--- config.mk ---
export PLATFORM = sky130hd
export DESIGN_NAME = decoder_scan_sequencer
export DESIGN_NICKNAME = d
export VERILOG_FILES = /design/src/rtl/decoder_scan_sequencer_pkg.sv /design/src/rtl/decoder_scan_sequencer_dwell.sv /design/src/rtl/decoder_scan_sequencer.sv
export SDC_FILE = /design/constraint.sdc
export NUM_CORES = 1
export LEC_CHECK = 0
export BUFFER_PORTS_ARGS = -buffer_cell sky130_fd_sc_hd__buf_2
export CAP_MARGIN = 10
export CORE_ASPECT_RATIO = 1.25
export CORE_UTILIZATION = 30
export DETAILED_ROUTE_END_ITERATION = 6
export HOLD_SLACK_MARGIN = 0.1
export PLACE_DENSITY = 0.6
export SYNTH_ARGS = -nofsm -noshare
export SYNTH_HDL_FRONTEND = slang
export SYNTH_SLANG_ARGS = --single-unit
--- constraint.sdc ---
create_clock -name clk -period 3.25 [get_ports clk]
set_input_delay 0.325 -clock clk [delete_from_list [all_inputs] [get_ports clk]]
set_output_delay 0.325 -clock clk [all_outputs]
set_load 0.005 [all_outputs]
--- src/rtl/decoder_scan_sequencer_pkg.sv ---
// Shared definitions for the decoder scan sequencer: FSM encoding and first scan codes.
package decoder_scan_sequencer_pkg;

  typedef enum logic [1:0] {
    ST_IDLE = 2'b01,
    ST_RUN  = 2'b10
  } state_t;

  localparam logic [2:0] SEL_FIRST_UP = 3'd0;
  localparam logic [2:0] SEL_FIRST_DN = 3'd7;

  // Last code of a pass in the given direction.
  function automatic logic is_terminal(input logic [2:0] sel, input logic dir);
    return dir ? (sel == SEL_FIRST_UP) : (sel == SEL_FIRST_DN);
  endfunction

endpackage

--- src/rtl/decoder_scan_sequencer_dwell.sv ---
// Dwell counter: counts 0..limit while enabled and flags the cycle in which limit is reached.
module dwell_counter #(
  parameter int DWELL_W = 8
) (
  input  logic               clk,
  input  logic               rst_n,
  input  logic               clear,
  input  logic               enable,
  input  logic [DWELL_W-1:0] limit,
  output logic               expire
);

  logic [DWELL_W-1:0] cnt_q, cnt_d;

  // Compare before increment, so limit = all-ones never overflows.
  always_comb begin
    cnt_d  = cnt_q;
    expire = 1'b0;
    if (clear) begin
      cnt_d = '0;
    end else if (enable) begin
      if (cnt_q == limit) begin
        cnt_d  = '0;
        expire = 1'b1;
      end else begin
        cnt_d = cnt_q + {{(DWELL_W-1){1'b0}}, 1'b1};
      end
    end else begin
      cnt_d = cnt_q;
    end
  end

  // Counter register.
  always_ff @(posedge clk or negedge rst_n) begin
    if (!rst_n) begin
      cnt_q <= '0;
    end else begin
      cnt_q <= cnt_d;
    end
  end

endmodule

--- src/rtl/decoder_scan_sequencer.sv ---
// Scan sequencer driving a 3-to-8 decoder: steps sel through all codes with a programmable dwell.
module decoder_scan_sequencer
  import decoder_scan_sequencer_pkg::*;
#(
  parameter int DWELL_W = 8
) (
  input  logic               clk,
  input  logic               rst_n,
  input  logic               start,
  input  logic               stop,
  input  logic               mode,
  input  logic               dir,
  input  logic [DWELL_W-1:0] dwell,
  output logic [2:0]         sel,
  output logic               sel_valid,
  output logic               busy,
  output logic               step,
  output logic               done
);

  state_t             state_q, state_d;
  logic [2:0]         sel_q, sel_d;
  logic               valid_q, valid_d;
  logic               busy_q, busy_d;
  logic               step_q, step_d;
  logic               done_q, done_d;
  logic               mode_q, mode_d;
  logic               dir_q, dir_d;
  logic [DWELL_W-1:0] dwell_q, dwell_d;
  logic               cnt_clear_s, cnt_enable_s, expire_s;

  assign cnt_enable_s = (state_q == ST_RUN);
  assign cnt_clear_s  = (state_q != ST_RUN) || stop;

  dwell_counter #(.DWELL_W(DWELL_W)) u_dwell (
    .clk    (clk),
    .rst_n  (rst_n),
    .clear  (cnt_clear_s),
    .enable (cnt_enable_s),
    .limit  (dwell_q),
    .expire (expire_s)
  );

  // Next-state, index stepping and status pulses.
  always_comb begin
    state_d = state_q;
    sel_d   = sel_q;
    valid_d = valid_q;
    busy_d  = busy_q;
    step_d  = 1'b0;
    done_d  = 1'b0;
    mode_d  = mode_q;
    dir_d   = dir_q;
    dwell_d = dwell_q;
    case (state_q)
      ST_IDLE: begin
        if (start && !stop) begin
          mode_d  = mode;
          dir_d   = dir;
          dwell_d = dwell;
          sel_d   = dir ? SEL_FIRST_DN : SEL_FIRST_UP;
          valid_d = 1'b1;
          busy_d  = 1'b1;
          step_d  = 1'b1;
          state_d = ST_RUN;
        end else begin
          state_d = ST_IDLE;
        end
      end
      ST_RUN: begin
        if (stop) begin
          valid_d = 1'b0;
          busy_d  = 1'b0;
          state_d = ST_IDLE;
        end else if (expire_s) begin
          if (is_terminal(sel_q, dir_q) && !mode_q) begin
            valid_d = 1'b0;
            busy_d  = 1'b0;
            done_d  = 1'b1;
            state_d = ST_IDLE;
          end else begin
            // Modulo-8 arithmetic provides the continuous-mode wrap for free.
            sel_d  = dir_q ? (sel_q - 3'd1) : (sel_q + 3'd1);
            step_d = 1'b1;
          end
        end else begin
          state_d = ST_RUN;
        end
      end
      default: begin
        valid_d = 1'b0;
        busy_d  = 1'b0;
        state_d = ST_IDLE;
      end
    endcase
  end

  // State and registered outputs.
  always_ff @(posedge clk or negedge rst_n) begin
    if (!rst_n) begin
      state_q <= ST_IDLE;
      sel_q   <= 3'd0;
      valid_q <= 1'b0;
      busy_q  <= 1'b0;
      step_q  <= 1'b0;
      done_q  <= 1'b0;
      mode_q  <= 1'b0;
      dir_q   <= 1'b0;
      dwell_q <= '0;
    end else begin
      state_q <= state_d;
      sel_q   <= sel_d;
      valid_q <= valid_d;
      busy_q  <= busy_d;
      step_q  <= step_d;
      done_q  <= done_d;
      mode_q  <= mode_d;
      dir_q   <= dir_d;
      dwell_q <= dwell_d;
    end
  end

  assign sel       = sel_q;
  assign sel_valid = valid_q;
  assign busy      = busy_q;
  assign step      = step_q;
  assign done      = done_q;

endmodule
==> results of run 1 <==
==> metal layers <==
layer | GRT usage (%) | vias up | wire length (um)
li1 | - | 461 | -
met3 | 1.765 | 4 | 82
met2 | 21.30 | 22 | 1320
met1 | 12.14 | 468 | 1016
met5 | 0 | - | 0
met4 | 6.512 | 0 | 38
==> where the power goes <==
| part | internal, W | leakage (nW) | switching (W) |
|---|---|---|---|
| registers | 0.000428 | 0.329 | 0.0000886 |
| logic | 0.000225 | 0.404 | 0.000210 |
| clock network | 0.000108 | 0.0288 | 0.0000981 |
| total | 0.000762 | 0.762 | 0.000397 |
==> cell families (layout without fill, tap and decap cells) <==
family          count (synthesis)  after routing  synth area share [%]
compound gates                 14             14                 6.216
xor+xnor                       16             16                 10.24
fa+ha+maj                       4              4                 4.205
buf+inv                        12             33                 3.748
flops                          26             26                 47.62
mux                            13             13                 10.69
simple gates                   37             37                 17.28
==> final timing paths <==
check / end / slack [ps] / cells past startpoint
max: sel[2] / 1260 / 5
min: dwell_q[6] / 280 / 2
max reg2reg: sel[2] / 1260 / 5
min reg2reg: state_q[0] / 520 / 2
max in group asynchronous: sel[2] / 2280 / 2
min in group asynchronous: dwell_q[5] / 580 / 2
==> registers in the layout, summed over array words and instances, names as in the netlist <==
name           count
busy               1
dwell_q            8
mode_q             1
dir_q              1
done               1
u_dwell.cnt_q      8
step               1
state_q            2
sel                3
==> per-stage QoR <==
| stage | instance area (um^2) | power [W] | hold WS [ps] | util, % |
|---|---|---|---|---|
| after floorplan | 1369 | 0.0008520 | 29.41 | - |
| after global placement | 1520 | 0.0009404 | 354.7 | 34.62 |
| after detailed placement | 1520 | 0.0009671 | 364.8 | 34.62 |
| after CTS | 1585 | 0.001178 | 272.8 | 36.10 |
| after global routing | 1585 | 0.001250 | 277.1 | 36.10 |
| final | 1585 | 0.001159 | 279.3 | 36.10 |
==> repair_timing <==
action / 4_1_cts / 5_1_grt
hold buffers: 1 / 0
hold endpoints to repair: 25 / 0
endpoints found under the setup margin: 0 / 0
==> Yosys cell counts <==
library cell and n:
sky130_fd_sc_hd__mux2_1 1, sky130_fd_sc_hd__dfstp_2 1, sky130_fd_sc_hd__o21ai_0 3, sky130_fd_sc_hd__nand2b_1 2, sky130_fd_sc_hd__a21oi_1 6, sky130_fd_sc_hd__a211oi_1 1, sky130_fd_sc_hd__buf_1 1, sky130_fd_sc_hd__xnor2_1 3
sky130_fd_sc_hd__a311oi_1 1, sky130_fd_sc_hd__nand4b_4 1, sky130_fd_sc_hd__and3_1 2, sky130_fd_sc_hd__mux2_2 12, sky130_fd_sc_hd__inv_1 8, sky130_fd_sc_hd__buf_2 2, sky130_fd_sc_hd__fa_1 1, sky130_fd_sc_hd__or4b_1 2
sky130_fd_sc_hd__nand3_1 8, sky130_fd_sc_hd__nor2b_1 2, sky130_fd_sc_hd__nor4_4 2, sky130_fd_sc_hd__nand2_1 2, sky130_fd_sc_hd__xor2_1 13, sky130_fd_sc_hd__buf_4 1, sky130_fd_sc_hd__dfrtp_1 25, sky130_fd_sc_hd__nand4b_1 1
sky130_fd_sc_hd__a31oi_1 1, sky130_fd_sc_hd__ha_1 3, sky130_fd_sc_hd__nor2_1 15, sky130_fd_sc_hd__a21o_2 2
==> area by class of cell <==
type | instances | area, um^2
fillers | 469 | 2806
multi-input cells | 84 | 665.6
flip-flops and latches | 26 | 651.9
repair buffers | 21 | 110.1
well taps | 58 | 72.57
clock buffers | 4 | 55.05
inverters | 8 | 30.03
==> worst max-delay path, stage by stage, from the launching register on <==
cell and delay [ps]:
sky130_fd_sc_hd__dfrtp_1 460, sky130_fd_sc_hd__or4b_1 520, sky130_fd_sc_hd__a21oi_1 200, sky130_fd_sc_hd__nand4b_4 210, sky130_fd_sc_hd__a21o_2 160, sky130_fd_sc_hd__mux2_2 330
==> qor_table.md, run 1 <==
| Group | Metric | Reported |
| --- | --- | --- |
| yosys | Post-synthesis instance area | 1369 um^2 |
| setup path | Nature of the critical path endpoint | register |
| sta | Setup Total Neg Slack | 0 ps |
| setup path | Critical Path Fanout Max | 8 |
| grt | Vias in the first global route | 1036 |
| sta | Max Clock Skew | 3.261 ps |
| sta | Final number of setup-violating endpoints | 0 |
| worst hold path | Worst hold path startpoint | dwell[6] |
| clock network | Total clock sinks | 26 |
| placed design | Routability-driven placement congestion ratio | 0.7761 |
| placed design | Sum of net half-perimeters after detailed placement | 1878 um |
| sta | Worst slew margin | 60.78% |
| setup path | Category of the critical setup timing path | register to register |
| power | Cell Pwr Density | 730.9 nW/um^2 |
| sta | Worst-Margin Slew | 588.3 ps |
| route | Initial DRT Pass Iterations | 4 |
| clock network | Clock network latency to the later pin of the worst-skew pair | 270 ps |
| route | DR iter-0 viols | 25 |
| die | Effective utilization at floorplan | 31.17% |
| clock network | Clock edge transition at the registers on the reported setup and hold paths | 80 ps |
| grt | Largest net degree at the start of global routing | 27 |
| route | Via count | 955 |
| cells and area | Top library cells by usage in the layout, fill and taps aside | sky130_fd_sc_hd__dfrtp_1, sky130_fd_sc_hd__buf_2, sky130_fd_sc_hd__nor2_1, sky130_fd_sc_hd__xor2_1, sky130_fd_sc_hd__mux2_2 |
| yosys | Number of storage elements in the synthesis netlist | 26 |
| yosys | Mapped Nets | 140 |
| sta | Setup repair after global routing missed its margin | no |
| die | Die outline area | 4838 um^2 |
| clock network | H-tree levels | 1 |
| die | Width of the chip | 62.42 um |
| sta | Max-slew violations | 0 |
| sta | Final Worst Setup Slack | 1258 ps |
| placed design | Number of port buffers | 20 |
| route | Wire length per cell after detailed routing | 12.22 um |
| cells and area | Final cell count without fillers | 201 |
| grt | Initial antenna violation count | 0 |
| sta | Highest clock frequency the design can meet | 502.1 MHz |
| placed design | Worst-case setup slack after placement | 1270 ps |
| power | Static power due to leakage | 0.7624 nW |
| job | Max cap viols | 0 |
| route | # DRC | 0 |
| route | Post-DR vias/cell | 4.751 |
| worst hold path | Path class of the lowest-slack min-delay path | primary input to register |
| grt | Global-route wire length before repair | 4416 um |
| yosys | Portion of synthesized cell area occupied by the leading cell type | 45.70% |
| yosys | Netlist cell types | 28 |
| clock network | Post-cts sizing count | 0 |
| cells and area | Final layout net count | 162 |
| yosys | Area contributors post-synth | sky130_fd_sc_hd__dfrtp_1, sky130_fd_sc_hd__mux2_2, sky130_fd_sc_hd__xor2_1 |
| yosys | Synth Warn # | 0 |
| clock network | Clock Tree Buf Depth | 2 |
| die | Cell Rows | 27 |
| yosys | Area leader, netlist | sky130_fd_sc_hd__dfrtp_1 |
| yosys | Fraction of the yosys area taken by sequential cells | 47.62% |
| setup path | Worst setup SP type | register |
| die | Number of primary I/O pins | 21 |
| cells and area | Ratio of cells with drive above 1 in the final layout | 29.37% |
| setup path | Launch point of the worst path | sel[0] |
| clock network | Number of buffers inserted to repair setup after CTS | 0 |
| route | Antenna-violating nets left | 0 |
| die | Placeable core area | 4392 um^2 |
| placed design | Placed cell count | 196 |
| setup path | Arrival time reported for the critical path endpoint | 2150 ps |
| yosys | Post-synthesis cell count | 122 |
| grt | GRT Util Overall | 11.48% |
| clock network | Buffer cell driving the clock tree root | sky130_fd_sc_hd__clkbuf_8 |
| sta | Final min period | 1992 ps |
| route | Overall routed net length | 2457 um |
| cells and area | Area delta synth->final | 15.81% |
| grt | Total overflow reported by the global router | 0 |
| yosys | Per-instance average area after synthesis | 11.22 um^2 |
| die | Chip height | 77.52 um |
| power | Maximum resistive drop on vdd | 0.3168 mV |
| cells and area | Most common cell after layout, fill and taps aside | sky130_fd_sc_hd__dfrtp_1 |
| sta | Final worst-path cycle share | 61.28% |
| clock network | Clock tree from TritonCTS | built |
| cells and area | Final antenna diode count | 0 |
| setup path | Worst r2r src | sel[0] |
| setup path | Critical path required time | 3410 ps |
| outcome | Status | finished clean |
| sta | Fin. Hold Viols | 0 |
| clock network | Inserted Clock Buffers | 3 |
Note: power is estimated with default switching activity, not from simulation.
==> inputs of run 2 (changes only) <==
--- a/config.mk
+++ b/config.mk
@@ -5,13 +5,14 @@
 export SDC_FILE = /design/constraint.sdc
 export NUM_CORES = 1
 export LEC_CHECK = 0
+export ABC_AREA = 1
 export BUFFER_PORTS_ARGS = -buffer_cell sky130_fd_sc_hd__buf_2
 export CAP_MARGIN = 10
 export CORE_ASPECT_RATIO = 1.25
 export CORE_UTILIZATION = 30
 export DETAILED_ROUTE_END_ITERATION = 6
 export HOLD_SLACK_MARGIN = 0.1
-export PLACE_DENSITY = 0.6
+export PLACE_DENSITY = 0.61
 export SYNTH_ARGS = -nofsm -noshare
 export SYNTH_HDL_FRONTEND = slang
 export SYNTH_SLANG_ARGS = --single-unit
==> constraint.sdc (replaced) <==
create_clock -name clk -period 1.8 [get_ports clk]
set_input_delay 0.18 -clock clk [delete_from_list [all_inputs] [get_ports clk]]
set_output_delay 0.18 -clock clk [all_outputs]
set_load 0.005 [all_outputs]
==> run 2 against run 1 <==
Net effect: worst setup slack got worse by 990 ps; sequential cell count unchanged; sequential power up 74%; sequential share of layout area down 1.3 points; via count grew 17%; wire length is 11% higher; total power up 80%; first-iteration DRC count rose by 56%; non-clock buffer count grew 2; final area is 3.4% higher; critical endpoint unchanged; highest routed layer unchanged.
==> qor_table.md, run 2 <==
| Group | Metric | Reported | Change |
| --- | --- | --- | --- |
| clock network | Clock edge transition at the registers on the reported setup and hold paths | 90 ps | about the same |
| sta | Final number of setup-violating endpoints | 0 | unchanged |
| setup path | Category of the critical setup timing path | register to register |  |
| route | Via count | 1121 | +17% |
| die | Number of primary I/O pins | 21 | unchanged |
| cells and area | Top library cells by usage in the layout, fill and taps aside | sky130_fd_sc_hd__nand2_1, sky130_fd_sc_hd__dfrtp_1, sky130_fd_sc_hd__nor2_1, sky130_fd_sc_hd__buf_2, sky130_fd_sc_hd__inv_1 |  |
| power | Post-route total power | 0.002083 W | +80% |
| setup path | Worst setup SP type | register |  |
| cells and area | Area used by sequential logic in the layout | 651.9 um^2 | unchanged |
| clock network | Clock Tree Buf Depth | 2 | unchanged |
| yosys | Post-synthesis cell count | 174 | +43% |
| cells and area | Most common cell after layout, fill and taps aside | sky130_fd_sc_hd__nand2_1 |  |
| setup path | Critical path required time | 1960 ps | -1450 ps |
| cells and area | Final antenna diode count | 0 | unchanged |
| yosys | Area leader, netlist | sky130_fd_sc_hd__dfrtp_1 |  |
| sta | Worst slew margin | 59.05% | -1.7 points |
| yosys | Number of storage elements in the synthesis netlist | 26 | unchanged |
| setup path | Arrival time reported for the critical path endpoint | 1700 ps | -450 ps |
| grt | Initial antenna violation count | 0 | unchanged |
| placed design | Routability-driven placement congestion ratio | 0.7909 | +1.9% |
| yosys | Main synth FF type | sky130_fd_sc_hd__dfrtp_1 |  |
| yosys | Most frequent cell after synthesis | sky130_fd_sc_hd__nand2_1 |  |
| die | Effective utilization at floorplan | 31.59% | +0.43 points |
| sta | Highest clock frequency the design can meet | 651.5 MHz | +30% |
| route | Wire length per cell after detailed routing | 10.66 um | -13% |
| cells and area | Filler instances | 507 | +8.1% |
| clock network | Post-cts sizing count | 0 | unchanged |
| clock network | Buffer cell driving the clock tree root | sky130_fd_sc_hd__clkbuf_8 |  |
| route | Overall routed net length | 2729 um | +11% |
| sta | Final worst-path cycle share | 85.27% | +24 points |
| die | Cell Rows | 27 | unchanged |
| yosys | Post-synthesis instance area | 1409 um^2 | +2.9% |
| clock network | Number of buffers inserted to repair setup after CTS | 0 | unchanged |
| cells and area | Area delta synth->final | 16.34% |  |
| setup path | Worst path most repeated cell | sky130_fd_sc_hd__nand2_1 |  |
| die | Placeable core area | 4459 um^2 | +1.5% |
| grt | Vias in the first global route | 1094 | +5.6% |
| yosys | Most frequent cells after synthesis | sky130_fd_sc_hd__nand2_1, sky130_fd_sc_hd__dfrtp_1, sky130_fd_sc_hd__nor2_1, sky130_fd_sc_hd__inv_1, sky130_fd_sc_hd__a21oi_1 |  |
| cells and area | Final layout net count | 217 | +34% |
| clock network | Clock network latency to the later pin of the worst-skew pair | 270 ps | about the same |
| yosys | Per-instance average area after synthesis | 8.097 um^2 | -28% |
| die | Width of the chip | 63.30 um | +1.4% |
| sta | Setup repair after global routing missed its margin | no |  |
| grt | Total overflow reported by the global router | 0 | unchanged |
| route | Initial DRT Pass Iterations | 4 | unchanged |
| setup path | Largest stage delay on the critical path | 540 ps | +20 ps |
| yosys | Async set or reset register ratio after synthesis | 100.0% | unchanged |
| clock network | H-tree levels | 1 | unchanged |
| yosys | Mapped Nets | 192 | +37% |
| grt | GRT Util Overall | 12.20% | +0.72 points |
| setup path | CP max-delay cell | sky130_fd_sc_hd__dfstp_2 |  |
| route | Post-DR vias/cell | 4.379 | -7.8% |
| setup path | Critical Path Fanout Max | 8 | unchanged |
| cells and area | Ratio of cells with drive above 1 in the final layout | 23.23% | -6.1 points |
| sta | Final min period | 1535 ps | -456.8 ps |
| power | Cell Pwr Density | 1271 nW/um^2 | +74% |
| grt | Global-route wire length before repair | 4809 um | +8.9% |
| sta | Max-slew violations | 0 | unchanged |
| sta | Worst-Margin Slew | 614.2 ps | +25.98 ps |
| yosys | Netlist cell types | 28 | unchanged |
| power | Static power due to leakage | 0.8163 nW | +7.1% |
| job | Max cap viols | 0 | unchanged |
| grt | Largest net degree at the start of global routing | 27 | unchanged |
| placed design | Number of port buffers | 20 | unchanged |
| sta | Fin. Hold Viols | 0 | unchanged |
| outcome | Status | finished clean |  |
| route | Antenna-violating nets left | 0 | unchanged |
| die | Die outline area | 4976 um^2 | +2.8% |
| die | Chip height | 78.62 um | +1.4% |
| route | # DRC | 0 | unchanged |
| yosys | Synth Warn # | 0 | unchanged |
| cells and area | Utilization of the core after routing | 36.76% | +0.66 points |
| placed design | Sum of net half-perimeters after detailed placement | 2080 um | +11% |
| yosys | Portion of synthesized cell area occupied by the leading cell type | 44.40% | -1.3 points |
| setup path | Nature of the critical path endpoint | register |  |
| yosys | Number of flops mapped to enable cells by yosys | 0 | unchanged |
| setup path | Cells traversed along the worst timing path | inv_1 -> ha_1 -> inv_2 -> nor2_1 -> nor2_1 -> nand2_1 -> nand2_1 -> nand2_1 |  |
| route | DR iter-0 viols | 39 | +56% |
| yosys | Area contributors post-synth | sky130_fd_sc_hd__dfrtp_1, sky130_fd_sc_hd__nand2_1, sky130_fd_sc_hd__nor2_1 |  |
| sta | Setup Total Neg Slack | 0 ps | unchanged |
| cells and area | Area of the multi-input gates | 640.6 um^2 | -3.8% |
| placed design | Placed cell count | 251 | +28% |
| power | Maximum resistive drop on vdd | 0.5718 mV | +80% |
| yosys | Fraction of the yosys area taken by sequential cells | 46.27% | -1.4 points |
| worst hold path | Path class of the lowest-slack min-delay path | primary input to register |  |
| clock network | Clock tree from TritonCTS | built |  |
| cells and area | Final cell count without fillers | 256 | +27% |
| sta | Max Clock Skew | 8.481 ps | +5.220 ps |
| clock network | Total clock sinks | 26 | unchanged |
| clock network | Inserted Clock Buffers | 3 | unchanged |
run 2: cell types whose count changed after synthesis, moves of 4 or more:
cell	change
sky130_fd_sc_hd__mux2_2	-9
sky130_fd_sc_hd__nor2_1	+6
sky130_fd_sc_hd__inv_1	+11
sky130_fd_sc_hd__nand2_1	+45
sky130_fd_sc_hd__xor2_1	-13
sky130_fd_sc_hd__inv_2	+5
sky130_fd_sc_hd__a21oi_1	+4
run 2: per-layer routing:
| layer | track usage (%) | vias to the layer above | share of wire, % |
|---|---|---|---|
| li1 | - | 589 | - |
| met2 | 22.15 | 12 | 51 |
| met3 | 1.890 | 2 | 2.5 |
| met4 | 4.091 | 0 | 0.59 |
| met5 | 0 | - | 0 |
| met1 | 14.45 | 518 | 46 |
run 2: cell families (layout without fill, tap and decap cells):
family | Yosys count | after routing | synth area share [%]
flops | 26 | 26 | 46.27
mux | 3 | 3 | 2.398
buf+inv | 28 | 52 | 8.259
xor+xnor | 5 | 5 | 3.108
simple gates | 89 | 89 | 28.86
fa+ha+maj | 4 | 4 | 4.086
compound gates | 19 | 19 | 7.016
run 2: what timing repair did:
item	4_1_cts	5_1_grt
endpoints found under the setup margin	0	0
hold buffers	1	0
hold endpoints to repair	25	0
run 2: worst max-delay path: cells and delay by family (launching register included):
kind                     cells  cell delay, ps
flip-flops                   1             540
adder cells (fa/ha/maj)      1             210
buffers and inverters        2             160
AND/OR/NAND/NOR              5             500
run 2: metrics by stage:
step,area (um^2),setup slack [ps],hold slack [ps]
CTS,1639,272.3,133.9
detailed placement,1574,284.0,226.7
global route,1639,153.3,135.7
global placement,1574,312.3,223.1
finish,1639,265.1,136.4
floorplan,1409,411.5,-115.6
run 2: where the power goes:
group	internal, W	leakage (nW)	total [W]	switching, W
sequential	0.000773	0.323	0.000900	0.000127
clock	0.000196	0.0288	0.000381	0.000185
combinational	0.000341	0.464	0.000802	0.000461
run 2: layout make-up:
type                    count  share of cell area [%]
clock buffers               4                   3.359
inverters                  25                   5.725
multi-input cells         120                   39.08
flip-flops and latches     26                   39.77
well taps                  58                   4.427
repair buffers             23                   7.634
run 2: final timing paths:
kind,from,end,slack [ps],cells past startpoint
max,state_q[0],sel[2],270,8
min,dwell[6],dwell_q[6],140,2
max reg2reg,state_q[0],sel[2],270,8
min reg2reg,u_dwell.cnt_q[0],u_dwell.cnt_q[0],510,1
max in group asynchronous,rst_n,u_dwell.cnt_q[1],930,2
min in group asynchronous,rst_n,u_dwell.cnt_q[3],470,2
==> inputs of run 3 (changes only) <==
--- a/config.mk
+++ b/config.mk
@@ -9,10 +9,11 @@
 export BUFFER_PORTS_ARGS = -buffer_cell sky130_fd_sc_hd__buf_2
 export CAP_MARGIN = 10
 export CORE_ASPECT_RATIO = 1.25
-export CORE_UTILIZATION = 30
+export CORE_UTILIZATION = 35
 export DETAILED_ROUTE_END_ITERATION = 6
 export HOLD_SLACK_MARGIN = 0.1
-export PLACE_DENSITY = 0.61
+export PLACE_DENSITY = 0.67
+export REMOVE_ABC_BUFFERS = 1
 export SYNTH_ARGS = -nofsm -noshare
 export SYNTH_HDL_FRONTEND = slang
 export SYNTH_SLANG_ARGS = --single-unit
==> run 3 against run 2 <==
Net effect: utilization rose by 5.9 points; clock power shrank 3%; non-clock buffer count is 1 lower; sequential share of layout area increased by 0.31 points; sequential power increased by 0.6%; cell count fell by 2.0%; critical path type unchanged; die area is 14% lower; first-iteration DRC count down 56%; total power decreased by 0.60%; count of clock-buffer cells in the layout is the same.
==> qor_table.md, run 3 (same netlist as run 2, synthesis figures left out) <==
| Group | Metric | Reported | Change |
| --- | --- | --- | --- |
| die | Cell Rows | 25 | -7.4% |
| route | Post-DR vias/cell | 4.538 | +3.6% |
| sta | Worst-Margin Slew | 604.4 ps | -9.876 ps |
| placed design | Placed cell count | 246 | -2.0% |
| sta | Fin. Hold Viols | 0 | unchanged |
| clock network | H-tree levels | 1 | unchanged |
| cells and area | Top library cells by usage in the layout, fill and taps aside | sky130_fd_sc_hd__nand2_1, sky130_fd_sc_hd__dfrtp_1, sky130_fd_sc_hd__nor2_1, sky130_fd_sc_hd__buf_2, sky130_fd_sc_hd__inv_1 |  |
| die | Die outline area | 4285 um^2 | -14% |
| sta | Final min period | 1537 ps | +2.367 ps |
| sta | Max Clock Skew | 6.131 ps | -2.349 ps |
| route | DR iter-0 viols | 17 | -56% |
| route | Wire length per cell after detailed routing | 10.02 um | -6.0% |
| clock network | Number of buffers inserted to repair setup after CTS | 0 | unchanged |
| setup path | Worst r2r src | state_q[0] |  |
| sta | Final hold slack | 137.1 ps | +0.7660 ps |
| cells and area | Most common cell after layout, fill and taps aside | sky130_fd_sc_hd__nand2_1 |  |
| placed design | Routability-driven placement congestion ratio | 0.7985 | +0.96% |
| setup path | Launch point of the worst path | state_q[0] |  |
| cells and area | Area delta synth->final | 15.45% |  |
| route | Initial DRT Pass Iterations | 5 | +1 |
| clock network | Clock Tree Buf Depth | 2 | unchanged |
| clock network | Clock edge transition at the registers on the reported setup and hold paths | 90 ps | about the same |
| grt | Initial antenna violation count | 0 | unchanged |
| clock network | Buffer cell driving the clock tree root | sky130_fd_sc_hd__clkbuf_8 |  |
| route | Overall routed net length | 2515 um | -7.8% |
| setup path | Arrival time reported for the critical path endpoint | 1700 ps | about the same |
| power | Cell Pwr Density | 1273 nW/um^2 | +0.17% |
| route | Antenna-violating nets left | 0 | unchanged |
| setup path | Nature of the critical path endpoint | register |  |
| sta | Final number of setup-violating endpoints | 0 | unchanged |
| clock network | Clock tree from TritonCTS | built |  |
| clock network | Post-cts sizing count | 0 | unchanged |
| sta | Setup repair after global routing missed its margin | no |  |
| power | Maximum resistive drop on vdd | 0.6129 mV | +7.2% |
| grt | Largest net degree at the start of global routing | 27 | unchanged |
| grt | GRT Util Overall | 13.36% | +1.2 points |
| worst hold path | Worst hold path startpoint | dwell[3] |  |
| sta | Worst slew margin | 59.71% | +0.66 points |
| sta | Final worst-path cycle share | 85.41% | +0.13 points |
| clock network | Clock network latency to the later pin of the worst-skew pair | 270 ps | about the same |
| outcome | Status | finished clean |  |
| cells and area | Final layout net count | 216 | -0.46% |
| cells and area | Ratio of cells with drive above 1 in the final layout | 22.84% | -0.39 points |
| clock network | Inserted Clock Buffers | 3 | unchanged |
| setup path | Category of the critical setup timing path | register to register |  |
| grt | Total overflow reported by the global router | 0 | unchanged |
| placed design | Number of port buffers | 20 | unchanged |
| worst hold path | Path class of the lowest-slack min-delay path | primary input to register |  |
| route | # DRC | 0 | unchanged |
| power | Static power due to leakage | 0.8120 nW | -0.53% |
| die | Placeable core area | 3816 um^2 | -14% |
| grt | Vias in the first global route | 1090 | -0.37% |
| setup path | Critical path required time | 1960 ps | about the same |
| grt | Global-route wire length before repair | 4395 um | -8.6% |
| die | Width of the chip | 58.75 um | -7.2% |
| sta | Highest clock frequency the design can meet | 650.5 MHz | -0.15% |
| placed design | Sum of net half-perimeters after detailed placement | 1899 um | -8.7% |
| setup path | Worst setup SP type | register |  |
| sta | Max-slew violations | 0 | unchanged |
| setup path | Critical Path Fanout Max | 8 | unchanged |
| cells and area | Final cell count without fillers | 251 | -2.0% |
| cells and area | Final antenna diode count | 0 | unchanged |
| clock network | Total clock sinks | 26 | unchanged |
| route | Via count | 1139 | +1.6% |
| sta | Setup Total Neg Slack | 0 ps | unchanged |
| die | Chip height | 72.94 um | -7.2% |
| die | Number of primary I/O pins | 21 | unchanged |
| job | Max cap viols | 0 | unchanged |
| die | Effective utilization at floorplan | 36.92% | +5.3 points |
-- run 3: changes by cell type in the layout (fill, tap and decap cells not counted) --
cell	previous run	this run
sky130_fd_sc_hd__buf_4	2	1
-- run 3: path summary, 6_finish.rpt --
kind | endpoint | slack, ps | depth (start not counted)
hold / removal | dwell_q[3] | 140 | 2
hold reg to reg | u_dwell.cnt_q[0] | 510 | 1
setup / recovery | sel[1] | 260 | 8
setup reg to reg | sel[1] | 260 | 8
min in group asynchronous | done | 460 | 2
max in group asynchronous | u_dwell.cnt_q[2] | 950 | 2
-- run 3: where the power goes --
part	leakage, nW	switching, W	total (W)	internal [W]
Sequential	0.323	0.000132	0.000905	0.000773
Combinational	0.460	0.000460	0.000795	0.000336
Clock	0.0288	0.000175	0.000370	0.000195
Total	0.812	0.000766	0.00207	0.00130
-- run 3: cell type report --
| cell class | instances | area, um^2 |
|---|---|---|
| clock buffers | 4 | 55.05 |
| repair buffers | 22 | 117.6 |
| flip-flops and latches | 26 | 651.9 |
| multi-input cells | 120 | 640.6 |
| fillers | 409 | 2190 |
| inverters | 25 | 93.84 |
| well taps | 54 | 67.56 |
-- run 3: per-stage QoR --
| stage | total power, W | utilization, % | area [um^2] | setup WS, ps |
|---|---|---|---|---|
| floorplan | 0.001483 | - | 1386 | 375.9 |
| global placement | 0.001702 | 40.92 | 1562 | 328.1 |
| detailed placement | 0.001717 | 40.92 | 1562 | 290.3 |
| CTS | 0.002101 | 42.62 | 1627 | 281.9 |
| global route | 0.002268 | 42.62 | 1627 | 144.6 |
| finish | 0.002071 | 42.62 | 1627 | 262.7 |
-- run 3: critical path, cell delays in order, from the launching register on --
cell and delay, ps:
sky130_fd_sc_hd__dfstp_2 540, sky130_fd_sc_hd__inv_1 50, sky130_fd_sc_hd__ha_1 210, sky130_fd_sc_hd__inv_2 110, sky130_fd_sc_hd__nor2_1 60, sky130_fd_sc_hd__nor2_1 210, sky130_fd_sc_hd__nand2_1 140, sky130_fd_sc_hd__nand2_1 70
sky130_fd_sc_hd__nand2_1 50
-- run 3: repair_timing --
item,4_1_cts,5_1_grt
setup endpoints to repair,0,0
hold endpoints to repair,25,0
hold buffers,1,0
-- run 3: routing by layer --
metal / wire, um / share of wire [%] / global-route usage, %
met5: 0 / 0 / 0
met4: 31 / 1.2 / 3.968
met3: 89 / 3.5 / 2.128
met2: 1267 / 50 / 24.75
met1: 1126 / 45 / 15.50
